<file path="config.mk">
export PLATFORM = sky130hd
export DESIGN_NAME = spi_req_arbiter_flat
export DESIGN_NICKNAME = d
export VERILOG_FILES = /design/src/rtl/spi_req_arbiter_if.sv /design/src/rtl/spi_req_arbiter.sv /design/src/flat_wrapper.sv
export SDC_FILE = /design/constraint.sdc
export NUM_CORES = 1
export LEC_CHECK = 0
export ABC_AREA = 0
export CAP_MARGIN = 20
export CORE_MARGIN = 5
export CORE_UTILIZATION = 50
export CTS_BUF_LIST = sky130_fd_sc_hd__clkbuf_4 sky130_fd_sc_hd__clkbuf_8
export DETAILED_ROUTE_END_ITERATION = 10
export PLACE_DENSITY_LB_ADDON = 0.12
export SKIP_CTS_REPAIR_TIMING = 1
export SLEW_MARGIN = 15
export SYNTH_ARGS = -nofsm -noshare
export SYNTH_HDL_FRONTEND = slang
export SYNTH_SLANG_ARGS = --single-unit
</file>
<file path="constraint.sdc">
create_clock -name clk -period 3.19 [get_ports clk]
set_input_delay 0.638 -clock clk [delete_from_list [all_inputs] [get_ports clk]]
set_output_delay 0.638 -clock clk [all_outputs]
set_load 0.01 [all_outputs]
</file>
<file path="src/rtl/spi_req_arbiter_if.sv">
// Bundle between the requesters, the arbiter and the single spi_master.
// The master modport is the arbiter's view; slave is the view of the blocks around it.
`timescale 1ns/1ps
interface spi_req_arbiter_if #(
  parameter int N_REQ  = 4,
  parameter int DATA_W = 8
);
  logic [N_REQ-1:0]        req;
  logic [N_REQ*DATA_W-1:0] req_data;
  logic [N_REQ-1:0]        gnt;
  logic [N_REQ-1:0]        rsp_valid;
  logic [DATA_W-1:0]       rsp_data;
  logic                    rsp_err;
  logic                    m_start;
  logic [DATA_W-1:0]       m_data_wr;
  logic                    m_busy;
  logic                    m_done;
  logic [DATA_W-1:0]       m_data_rd;
  logic [N_REQ-1:0]        cs_n;

  modport master (
    input  req, req_data, m_busy, m_done, m_data_rd,
    output gnt, rsp_valid, rsp_data, rsp_err, m_start, m_data_wr, cs_n
  );

  modport slave (
    output req, req_data, m_busy, m_done, m_data_rd,
    input  gnt, rsp_valid, rsp_data, rsp_err, m_start, m_data_wr, cs_n
  );
endinterface

</file>
<file path="src/rtl/spi_req_arbiter.sv">
// Round-robin sharing of one spi_master between N_REQ requesters, one byte per grant,
// with per-slave chip selects, a CS guard gap and a completion timeout.
`timescale 1ns/1ps
module spi_req_arbiter #(
  parameter int N_REQ      = 4,
  parameter int DATA_W     = 8,
  parameter int TIMEOUT    = 64,
  parameter int GAP_CYCLES = 2
) (
  input  logic              clk,
  input  logic              reset,
  spi_req_arbiter_if.master bus,
  output logic [1:0]        state_dbg
);
  // Handshakes: req is a level held until its gnt pulse; gnt, rsp_valid and
  // m_start are single-cycle pulses; m_done is a single-cycle pulse honoured in WAIT only.

  localparam int PW = (N_REQ > 1) ? $clog2(N_REQ) : 1;
  localparam int CW = $clog2(TIMEOUT + 1);
  localparam int GW = $clog2(GAP_CYCLES + 1);

  localparam logic [1:0] IDLE  = 2'd0;
  localparam logic [1:0] SETUP = 2'd1;
  localparam logic [1:0] WAIT  = 2'd2;
  localparam logic [1:0] GAP   = 2'd3;

  localparam logic [N_REQ-1:0] ONE      = N_REQ'(1);
  localparam logic [CW-1:0]    TO_LAST  = CW'(TIMEOUT - 1);
  localparam logic [GW-1:0]    GAP_LAST = GW'(GAP_CYCLES - 1);

  logic [1:0]    state;
  logic [PW-1:0] rr_ptr;
  logic [PW-1:0] cur;
  logic [PW-1:0] win;
  logic [PW-1:0] idx;
  logic [PW-1:0] next_ptr;
  logic          found;
  logic [CW-1:0] to_cnt;
  logic [GW-1:0] gap_cnt;

  assign state_dbg = state;

  // First requester at or after rr_ptr, wrapping modulo N_REQ.
  always_comb begin
    found = 1'b0;
    win   = '0;
    idx   = '0;
    for (int k = 0; k < N_REQ; k++) begin
      idx = PW'((int'(rr_ptr) + k) % N_REQ);
      if (!found && bus.req[idx]) begin
        found = 1'b1;
        win   = idx;
      end
    end
    next_ptr = PW'((int'(win) + 1) % N_REQ);
  end

  always_ff @(posedge clk or posedge reset) begin
    if (reset) begin
      state         <= IDLE;
      rr_ptr        <= '0;
      cur           <= '0;
      to_cnt        <= '0;
      gap_cnt       <= '0;
      bus.cs_n      <= '1;
      bus.gnt       <= '0;
      bus.rsp_valid <= '0;
      bus.rsp_err   <= 1'b0;
      bus.rsp_data  <= '0;
      bus.m_start   <= 1'b0;
      bus.m_data_wr <= '0;
    end else begin
      bus.gnt       <= '0;
      bus.rsp_valid <= '0;
      bus.rsp_err   <= 1'b0;
      bus.rsp_data  <= '0;
      bus.m_start   <= 1'b0;
      case (state)
        IDLE: begin
          if (found) begin
            bus.gnt       <= ONE << win;
            bus.cs_n      <= ~(ONE << win);
            bus.m_data_wr <= bus.req_data[int'(win)*DATA_W +: DATA_W];
            cur           <= win;
            rr_ptr        <= next_ptr;
            state         <= SETUP;
          end
        end
        SETUP: begin
          if (!bus.m_busy) begin
            bus.m_start <= 1'b1;
            to_cnt      <= '0;
            state       <= WAIT;
          end
        end
        WAIT: begin
          // m_done takes priority over a timeout landing in the same cycle.
          if (bus.m_done) begin
            bus.rsp_valid <= ONE << cur;
            bus.rsp_data  <= bus.m_data_rd;
            bus.cs_n      <= '1;
            gap_cnt       <= '0;
            state         <= GAP;
          end else if (to_cnt == TO_LAST) begin
            bus.rsp_valid <= ONE << cur;
            bus.rsp_err   <= 1'b1;
            bus.cs_n      <= '1;
            gap_cnt       <= '0;
            state         <= GAP;
          end else begin
            to_cnt <= to_cnt + 1'b1;
          end
        end
        GAP: begin
          if (gap_cnt == GAP_LAST) begin
            state <= IDLE;
          end else begin
            gap_cnt <= gap_cnt + 1'b1;
          end
        end
        default: state <= IDLE;
      endcase
    end
  end
endmodule

</file>
<file path="src/flat_wrapper.sv">
// flat-port wrapper written by rule: the top's interface ports become plain ports
module spi_req_arbiter_flat 
#(
  parameter int N_REQ      = 4,
  parameter int DATA_W     = 8,
  parameter int TIMEOUT    = 64,
  parameter int GAP_CYCLES = 2
)
  (clk, reset, state_dbg, bus_req, bus_req_data, bus_m_busy, bus_m_done, bus_m_data_rd, bus_gnt, bus_rsp_valid, bus_rsp_data, bus_rsp_err, bus_m_start, bus_m_data_wr, bus_cs_n);
  spi_req_arbiter_if #(.N_REQ(N_REQ), .DATA_W(DATA_W)) bus_i ();
  input  logic clk;
  input  logic reset;
  output logic [1:0] state_dbg;
  input wire logic [$bits(bus_i.req)-1:0] bus_req;
  input wire logic [$bits(bus_i.req_data)-1:0] bus_req_data;
  input wire logic [$bits(bus_i.m_busy)-1:0] bus_m_busy;
  input wire logic [$bits(bus_i.m_done)-1:0] bus_m_done;
  input wire logic [$bits(bus_i.m_data_rd)-1:0] bus_m_data_rd;
  output wire logic [$bits(bus_i.gnt)-1:0] bus_gnt;
  output wire logic [$bits(bus_i.rsp_valid)-1:0] bus_rsp_valid;
  output wire logic [$bits(bus_i.rsp_data)-1:0] bus_rsp_data;
  output wire logic [$bits(bus_i.rsp_err)-1:0] bus_rsp_err;
  output wire logic [$bits(bus_i.m_start)-1:0] bus_m_start;
  output wire logic [$bits(bus_i.m_data_wr)-1:0] bus_m_data_wr;
  output wire logic [$bits(bus_i.cs_n)-1:0] bus_cs_n;
  assign bus_i.req = bus_req;
  assign bus_i.req_data = bus_req_data;
  assign bus_i.m_busy = bus_m_busy;
  assign bus_i.m_done = bus_m_done;
  assign bus_i.m_data_rd = bus_m_data_rd;
  assign bus_gnt = bus_i.gnt;
  assign bus_rsp_valid = bus_i.rsp_valid;
  assign bus_rsp_data = bus_i.rsp_data;
  assign bus_rsp_err = bus_i.rsp_err;
  assign bus_m_start = bus_i.m_start;
  assign bus_m_data_wr = bus_i.m_data_wr;
  assign bus_cs_n = bus_i.cs_n;
  spi_req_arbiter #(.N_REQ(N_REQ), .DATA_W(DATA_W), .TIMEOUT(TIMEOUT), .GAP_CYCLES(GAP_CYCLES)) u_core (.clk(clk), .reset(reset), .bus(bus_i), .state_dbg(state_dbg));
endmodule
</file>
==> flow_summary_export.csv <==
group,metric,value,unit
sta,whs,0.506,ns
global_routing,grt_pass1_vias,1855,
clock_network,clk_pin_slew,0.08,ns
worst_hold_path,hold_path.class,"flop to flop",
critical_path,cp-end-kind,"flop",
sta,fin_ws,0.303,ns
sta,post-route-period-util,90.5,%
floorplanning,fp.dieW,78.3,um
global_routing,grt_start_max_net_pins,46,
critical_path,cp.required,3.35,ns
global_routing,grt_use_met1,21.8,%
outcome,status,"finished, final reports clean",
sta,tightest_slew,0.867,ns
synthesis,async_reset_ff_share,100,%
clock_network,cts_max_level,2,
job,drv_cap,0,
floorplanning,core,4440,um^2
placed_design,gp_congestion,0.861,
global_routing,antenna_found_initial,0,
critical_path,reg2regPathDepth,6,
placed_design,io_buffers,79,
global_routing,grt_pass1_wl,8.90,mm
detailed_routing,dr_total_vias,1860,
synthesis,synth_top_area_share,44.0,%
synthesis,yosysMostFrequentCell,"dfrtp_1",
final_layout,final_core_utilization,72.7,%
critical_path,arrival,3.04,ns
detailed_routing,wirelength,5.56,mm
floorplanning,io_pins,80,
sta,drv_slew,0,
placed_design,dp_hpwl,4.21,mm
synthesis,ys.flop_type,"dfrtp_1",
clock_network,cts_buffers,5,
global_routing,grt.met2_usage,31.5,%
synthesis,yosysTopAreaCell,"dfrtp_1",
critical_path,endpoint,"u_core.bus.m_data_wr[5]",
worst_hold_path,min-delay-start,"u_core.bus.cs_n[0]",
clock_network,clk_latency,0.30,ns
final_layout,final_area,3230,um^2
final_layout,nets,340,
sta,max-slew-margin-rel,42.0,%
critical_path,worstSetupStartpointType,"input port",
synthesis,syn_inst,206,
global_routing,grt_overflow,0,
power,total_power,2.48,mW
power,p_leak,1.38,nW
sta,fmax,346,MHz
placed_design,post-place-ws,-0.00477,ns
power,p_int,1.53,mW
detailed_routing,dr.pass1.iters,4,
synthesis,synth.avg_cell_area,11.3,um^2
power,clock_power_share,15.3,%
clock_network,clock_path_buffers,2,
floorplanning,rows,24,
sta,setup_viol,0,
synthesis,synth_seq_cells,45,
synthesis,synth.distinct_cells,47,
clock_network,cts_tree,"built",
power,p_switching,950,uW
final_layout,syn_to_final_growth,38.7,%
detailed_routing,viasPerCell,5.49,
synthesis,synth-edff-count,0,
global_routing,top_usage_layer,"met2",
critical_path,worstSetupPathType,"input port to flop",
critical_path,timing.rr.end,"u_core.bus.m_data_wr[5]",
power,p_comb_share,48.7,%
sta,finalHoldViolations,0,
critical_path,critical_path.startpoint,"bus_req[3]",
detailed_routing,postRouteAntennaNets,0,
detailed_routing,route.detailed.drc,0,
synthesis,syn_nets,260,
clock_network,clock_sinks,45,
power,ir_drop,0.313,mV
sta,rsz0062_at_grt,"false",
sta,fin_crit,2.89,ns
detailed_routing,drt-initial-drc-count,66,
global_routing,grt_usage,18.4,%
final_layout,diodes,0,
power,seq_power_share,36.0,%
critical_path,r2r_setup_slack,0.51,ns
final_layout,fillers,347,
synthesis,yosysSeqAreaShare,48.5,%
sta,skew,0.0103,ns
final_layout,drive_gt1_share,14.3,%
clock_network,root_buffer,"clkbuf_8",
synthesis,ys_top_cells_by_area,"dfrtp_1 44%, a211oi_2 7.5%, mux2i_1 4.7%, dfstp_2 4.5%, nor2_1 3.4%",
power,switching_share,38.2,%
synthesis,yosys_warnings,0,
placed_design,place_area,3140,um^2
floorplanning,initial_core_util,52.4,%
critical_path,regToRegStartpoint,"u_core.state_dbg[0]",
detailed_routing,wl_per_cell,16.4,um
floorplanning,dieHeight,78.3,um
synthesis,netlist_area,2330,um^2
floorplanning,die_area,6130,um^2
global_routing,grt_util_met3,5.15,%
critical_path,crit_fanout,13,
synthesis,synth_common_cells,"41 x dfrtp_1, 21 x nor2_1, 14 x a211oi_2",
power,powerDensity,769,nW/um^2
worst min-delay path by stage:
| stage | end | slack, ns | cells past startpoint |
|---|---|---|---|
| 2_1_floorplan | u_core.bus.rsp_valid[2] | 0.45 | 1 |
| 3_3_place_gp | u_core.bus.rsp_valid[1] | 0.48 | 1 |
| 3_5_place_dp | u_core.bus.rsp_valid[1] | 0.49 | 1 |
| 4_1_cts | u_core.bus.cs_n[0] | 0.51 | 2 |
| 5_1_grt | u_core.bus.cs_n[1] | 0.53 | 2 |
| 6_report | u_core.bus.cs_n[0] | 0.51 | 2 |
power by group through the flow:
stage / registers (mW) / logic (mW) / clock network, mW
floorplan: 0.924 / 0.746 / 0
global placement: 0.897 / 1.19 / 0
detailed placement: 0.900 / 1.22 / 0
CTS: 0.896 / 1.22 / 0.385
global route: 0.920 / 1.32 / 0.412
finish: 0.896 / 1.21 / 0.380
logic make-up after synthesis:
| kind of cell | Yosys count | share of synthesized area [%] |
|---|---|---|
| flip-flops | 45 | 48.5 |
| AO/OA/AOI/OAI | 51 | 20.6 |
| multiplexers | 12 | 5.21 |
| AND/OR/NAND/NOR | 69 | 15.9 |
| XOR/XNOR | 5 | 1.88 |
| buffers and inverters | 18 | 4.62 |
| adder cells (fa/ha/maj) | 6 | 3.22 |
per-layer routing:
metal	share of wire, %	wire (um)
met1	42	2350
met2	49	2710
met3	7.2	399
met4	1.9	108
met5	0	0
critical path, stage by stage:
cell             delay [ns]
clkdlybuf4s50_1        0.59
nor4_2                 0.11
nor2b_1                0.69
o221ai_2               0.52
a211oi_1               0.41
a211oi_2               0.08
placed cells by master, fill, tap and decap left out, types with 3 or more instances in the layout:
cell and count:
dfrtp_1 41, inv_1 8, and3_1 9, nor2_1 21, a211oi_1 3, a211oi_2 14, mux2i_1 11, nand2_1 13
and2_1 3, buf_4 3, a21boi_0 8, ha_1 6, clkdlybuf4s50_1 79, nor3_1 3, a21oi_1 4, clkbuf_8 6
o21ai_0 4, dfstp_2 4, nor2b_1 3, xnor2_1 4
cell type report:
class	count	area [um^2]	area share, %
well taps	52	65.1	2.01
clock buffers	8	97.6	3.02
repair buffers	82	813	25.2
flip-flops and latches	45	1130	35.0
inverters	9	33.8	1.04
multi-input cells	143	1090	33.8
sequential cells by signal, summed over array words and instances, names as in the netlist, 4 cells and up:
register              flops
u_core.bus.cs_n           4
u_core.bus.gnt            4
u_core.bus.m_data_wr      8
u_core.bus.rsp_data       8
u_core.bus.rsp_valid      4
u_core.to_cnt             7
metrics by stage:
stage	TNS (ns)	std cells
3_3_place_gp	0	331
4_1_cts	0	339
3_5_place_dp	-0.00477	331
5_1_grt	0	339
6_report	0	339
2_1_floorplan	0	206
Power figures use the tool's default switching activity.
==> patch: new RTL, same settings <==
`GAP_CYCLES` is set to 2 in 2 places; all go to 4.
--- a/src/rtl/spi_req_arbiter.sv
+++ b/src/rtl/spi_req_arbiter.sv
@@ -5,7 +5,7 @@
   parameter int N_REQ      = 4,
   parameter int DATA_W     = 8,
   parameter int TIMEOUT    = 64,
-  parameter int GAP_CYCLES = 2
+  parameter int GAP_CYCLES = 4
 ) (
   input  logic              clk,
   input  logic              reset,
--- a/src/flat_wrapper.sv
+++ b/src/flat_wrapper.sv
@@ -4,7 +4,7 @@
   parameter int N_REQ      = 4,
   parameter int DATA_W     = 8,
   parameter int TIMEOUT    = 64,
-  parameter int GAP_CYCLES = 2
+  parameter int GAP_CYCLES = 4
 )
   (clk, reset, state_dbg, bus_req, bus_req_data, bus_m_busy, bus_m_done, bus_m_data_rd, bus_gnt, bus_rsp_valid, bus_rsp_data, bus_rsp_err, bus_m_start, bus_m_data_wr, bus_cs_n);
   spi_req_arbiter_if #(.N_REQ(N_REQ), .DATA_W(DATA_W)) bus_i ();
Function: changed (a bounded check fails within 10 cycles, from zero or initial values and one cycle with reset high).
==> patch against the unedited design <==
  * Combinational power shrank 7%
  * Clock power is 2% lower
  * Total power fell by 3.8%
  * Synthesized area decreased by 4.6%
  * Sequential power about the same
  * Routed wire length decreased by 5.0%
  * Sequential cell count is 1 higher
  * First-iteration DRC count up 56%
  * Final cell count rose by 1.2%
  * Design area decreased by 1.9%
  * Worst setup slack gained 0.33 ns
  * Worst hold slack lost 0.014 ns
  * Critical endpoint is now u_core.bus.m_data_wr[7]$_DFFE_PP0P_
==> patch: results (changes against the unedited design) <==
crit-path max FO=8 (-5); r2r worst-path depth=6 (unchanged); Reg2Reg Setup Slack=1.08 ns (+0.57 ns); status=finished, final reports clean; GP Congestion=0.830 (-3.5%); post-synthesis mux area share=0.0726 (+0.0205); top cells by area, synth=dfrtp_1 (47%), mux2i_1 (6.8%), dfstp_2 (4.7%); Synth Area in Compound Gates=0.144 (-0.0626); routed vias/inst=5.41 (-1.3%); P_leak=0.00145 µW (+5.5%); deepest clock path buffer count=2 (unchanged); gr usage total=0.177 (-0.00646); r2r endpoint=u_core.to_cnt[2]$_DFFE_PP0P_; Synth area leader=dfrtp_1; 1st-iter DRT viols=103 (+56%); switch share=0.363 (-0.0190); Clock Pin Slew Worst Setup and Hold Paths=0.08 ns (about the same); Worst R2R Start=u_core.state_dbg[0]$_DFFE_PP0P_; Layout Nets=345 (+1.5%); largest net degree at the start of global routing=47 (+2.2%); hold_sp=u_core.bus.m_data_wr[0]$_DFFE_PP0P_; htree depth=2 (unchanged); ys async rst share=1.00 (unchanged); hold depth=2 (unchanged); Worst-Margin Slew=0.749 ns (-0.118 ns); post-synthesis cell type count=41 (-13%); Hold Crit Endpoint=u_core.bus.m_data_wr[0]$_DFFE_PP0P_; initial antenna violation count=0 (unchanged); number of max-cap violations=0 (unchanged); number of global-route vias before repair=1864 (+0.49%); Worst Hold Class=reg -> reg; skew final=0.00950 ns (-0.000784 ns); Yosys warning total=0 (unchanged); share of layout cells above drive strength 1=0.0756 (-0.0673); drt first pass iters=4 (unchanged); Synthesized Nets=261 (+0.38%); first-pass GRT wire length=8630 µm (-3.0%); TritonCTS buffer count=5 (unchanged); hold_ws=0.492 ns (-0.0138 ns); Synth Area in Adders=0.0394 (+0.00719); antenna cell count=0 (unchanged); Skew-Pair Late Insertion Delay=0.29 ns; total routed wirelength=5280 µm (-5.0%); root buf cell=clkbuf_8; Synth Area in XOR/XNOR=0.0197 (+0.000909); detailed placement HPWL=4020 µm (-4.5%); Fill cells=321 (-7.5%); worst vdd ir=0.402 mV (+28%); Seq/Total Area, Yosys=0.520 (+0.0347); port buffer count=79 (unchanged); Commonest cells post-synth=dfrtp_1 (42), nand2_1 (26), mux2i_1 (15), nor2_1 (13), and3_1 (11); total gr overflow=0 (unchanged); Regs by FF count=u_core.bus.m_data_wr: 8 flops, u_core.bus.rsp_data: 8 flops, u_core.to_cnt: 7 flops; WP data arrival=2.71 ns (-0.33 ns)
## patch: logic make-up after synthesis
family / Yosys count
buffers and inverters: 13
AOI/OAI and AO/OA: 44
DFF: 46
adders and majority gates: 7
and+or+nand+nor: 75
xor gates and xnor gates: 5
muxes: 16
## patch: worst max path at each step
stage                          start                             endpoint  slack, ns
after floorplan           bus_req[0]       u_core.bus.cs_n[3]$_DFFE_PP1P_       1.13
after global placement    bus_req[1]  u_core.bus.m_data_wr[1]$_DFFE_PP0P_       0.52
after detailed placement  bus_req[1]  u_core.bus.m_data_wr[5]$_DFFE_PP0P_       0.37
after CTS                 bus_req[1]  u_core.bus.m_data_wr[5]$_DFFE_PP0P_       0.65
after global routing      bus_req[0]  u_core.bus.m_data_wr[2]$_DFFE_PP0P_       0.42
final                     bus_req[1]  u_core.bus.m_data_wr[7]$_DFFE_PP0P_       0.63
## patch: worst max-delay path, stage by stage
cell	delay, ns
clkdlybuf4s50_1	0.47
nor4_1	0.70
nor2b_1	0.23
o211ai_1	0.31
buf_4	0.25
o221ai_1	0.11
## patch: power by group through the flow
stage | Combinational (µW) | Sequential [µW] | Clock (µW)
6_report | 1120 | 893 | 373
5_1_grt | 1250 | 915 | 406
4_1_cts | 1130 | 892 | 382
3_5_place_dp | 1130 | 901 | 0
3_3_place_gp | 1100 | 899 | 0
2_1_floorplan | 657 | 935 | 0
## patch: routing by layer
metal	global-route usage	share of wire
met1	0.207	0.39
met3	0.0539	0.065
met2	0.319	0.54
met4	0.0350	0.010
met5	0	0
## patch: area by class of cell
type / count / area [µm²] / share of cell area
clock buffer: 8 / 97.6 / 0.0308
inverter: 7 / 26.3 / 0.00828
multi-input combinational: 147 / 995 / 0.313
sequential: 46 / 1160 / 0.364
tap: 52 / 65.1 / 0.0205
timing repair buffer: 83 / 833 / 0.263
## patch: per-stage QoR
step	instances	worst slack, ns	area (µm²)	util
2_1_floorplan	206	1.13	2220	-
3_5_place_dp	334	0.369	3060	0.707
3_3_place_gp	334	0.519	3060	0.707
5_1_grt	343	0.418	3170	0.734
4_1_cts	342	0.646	3150	0.729
6_report	343	0.632	3170	0.734
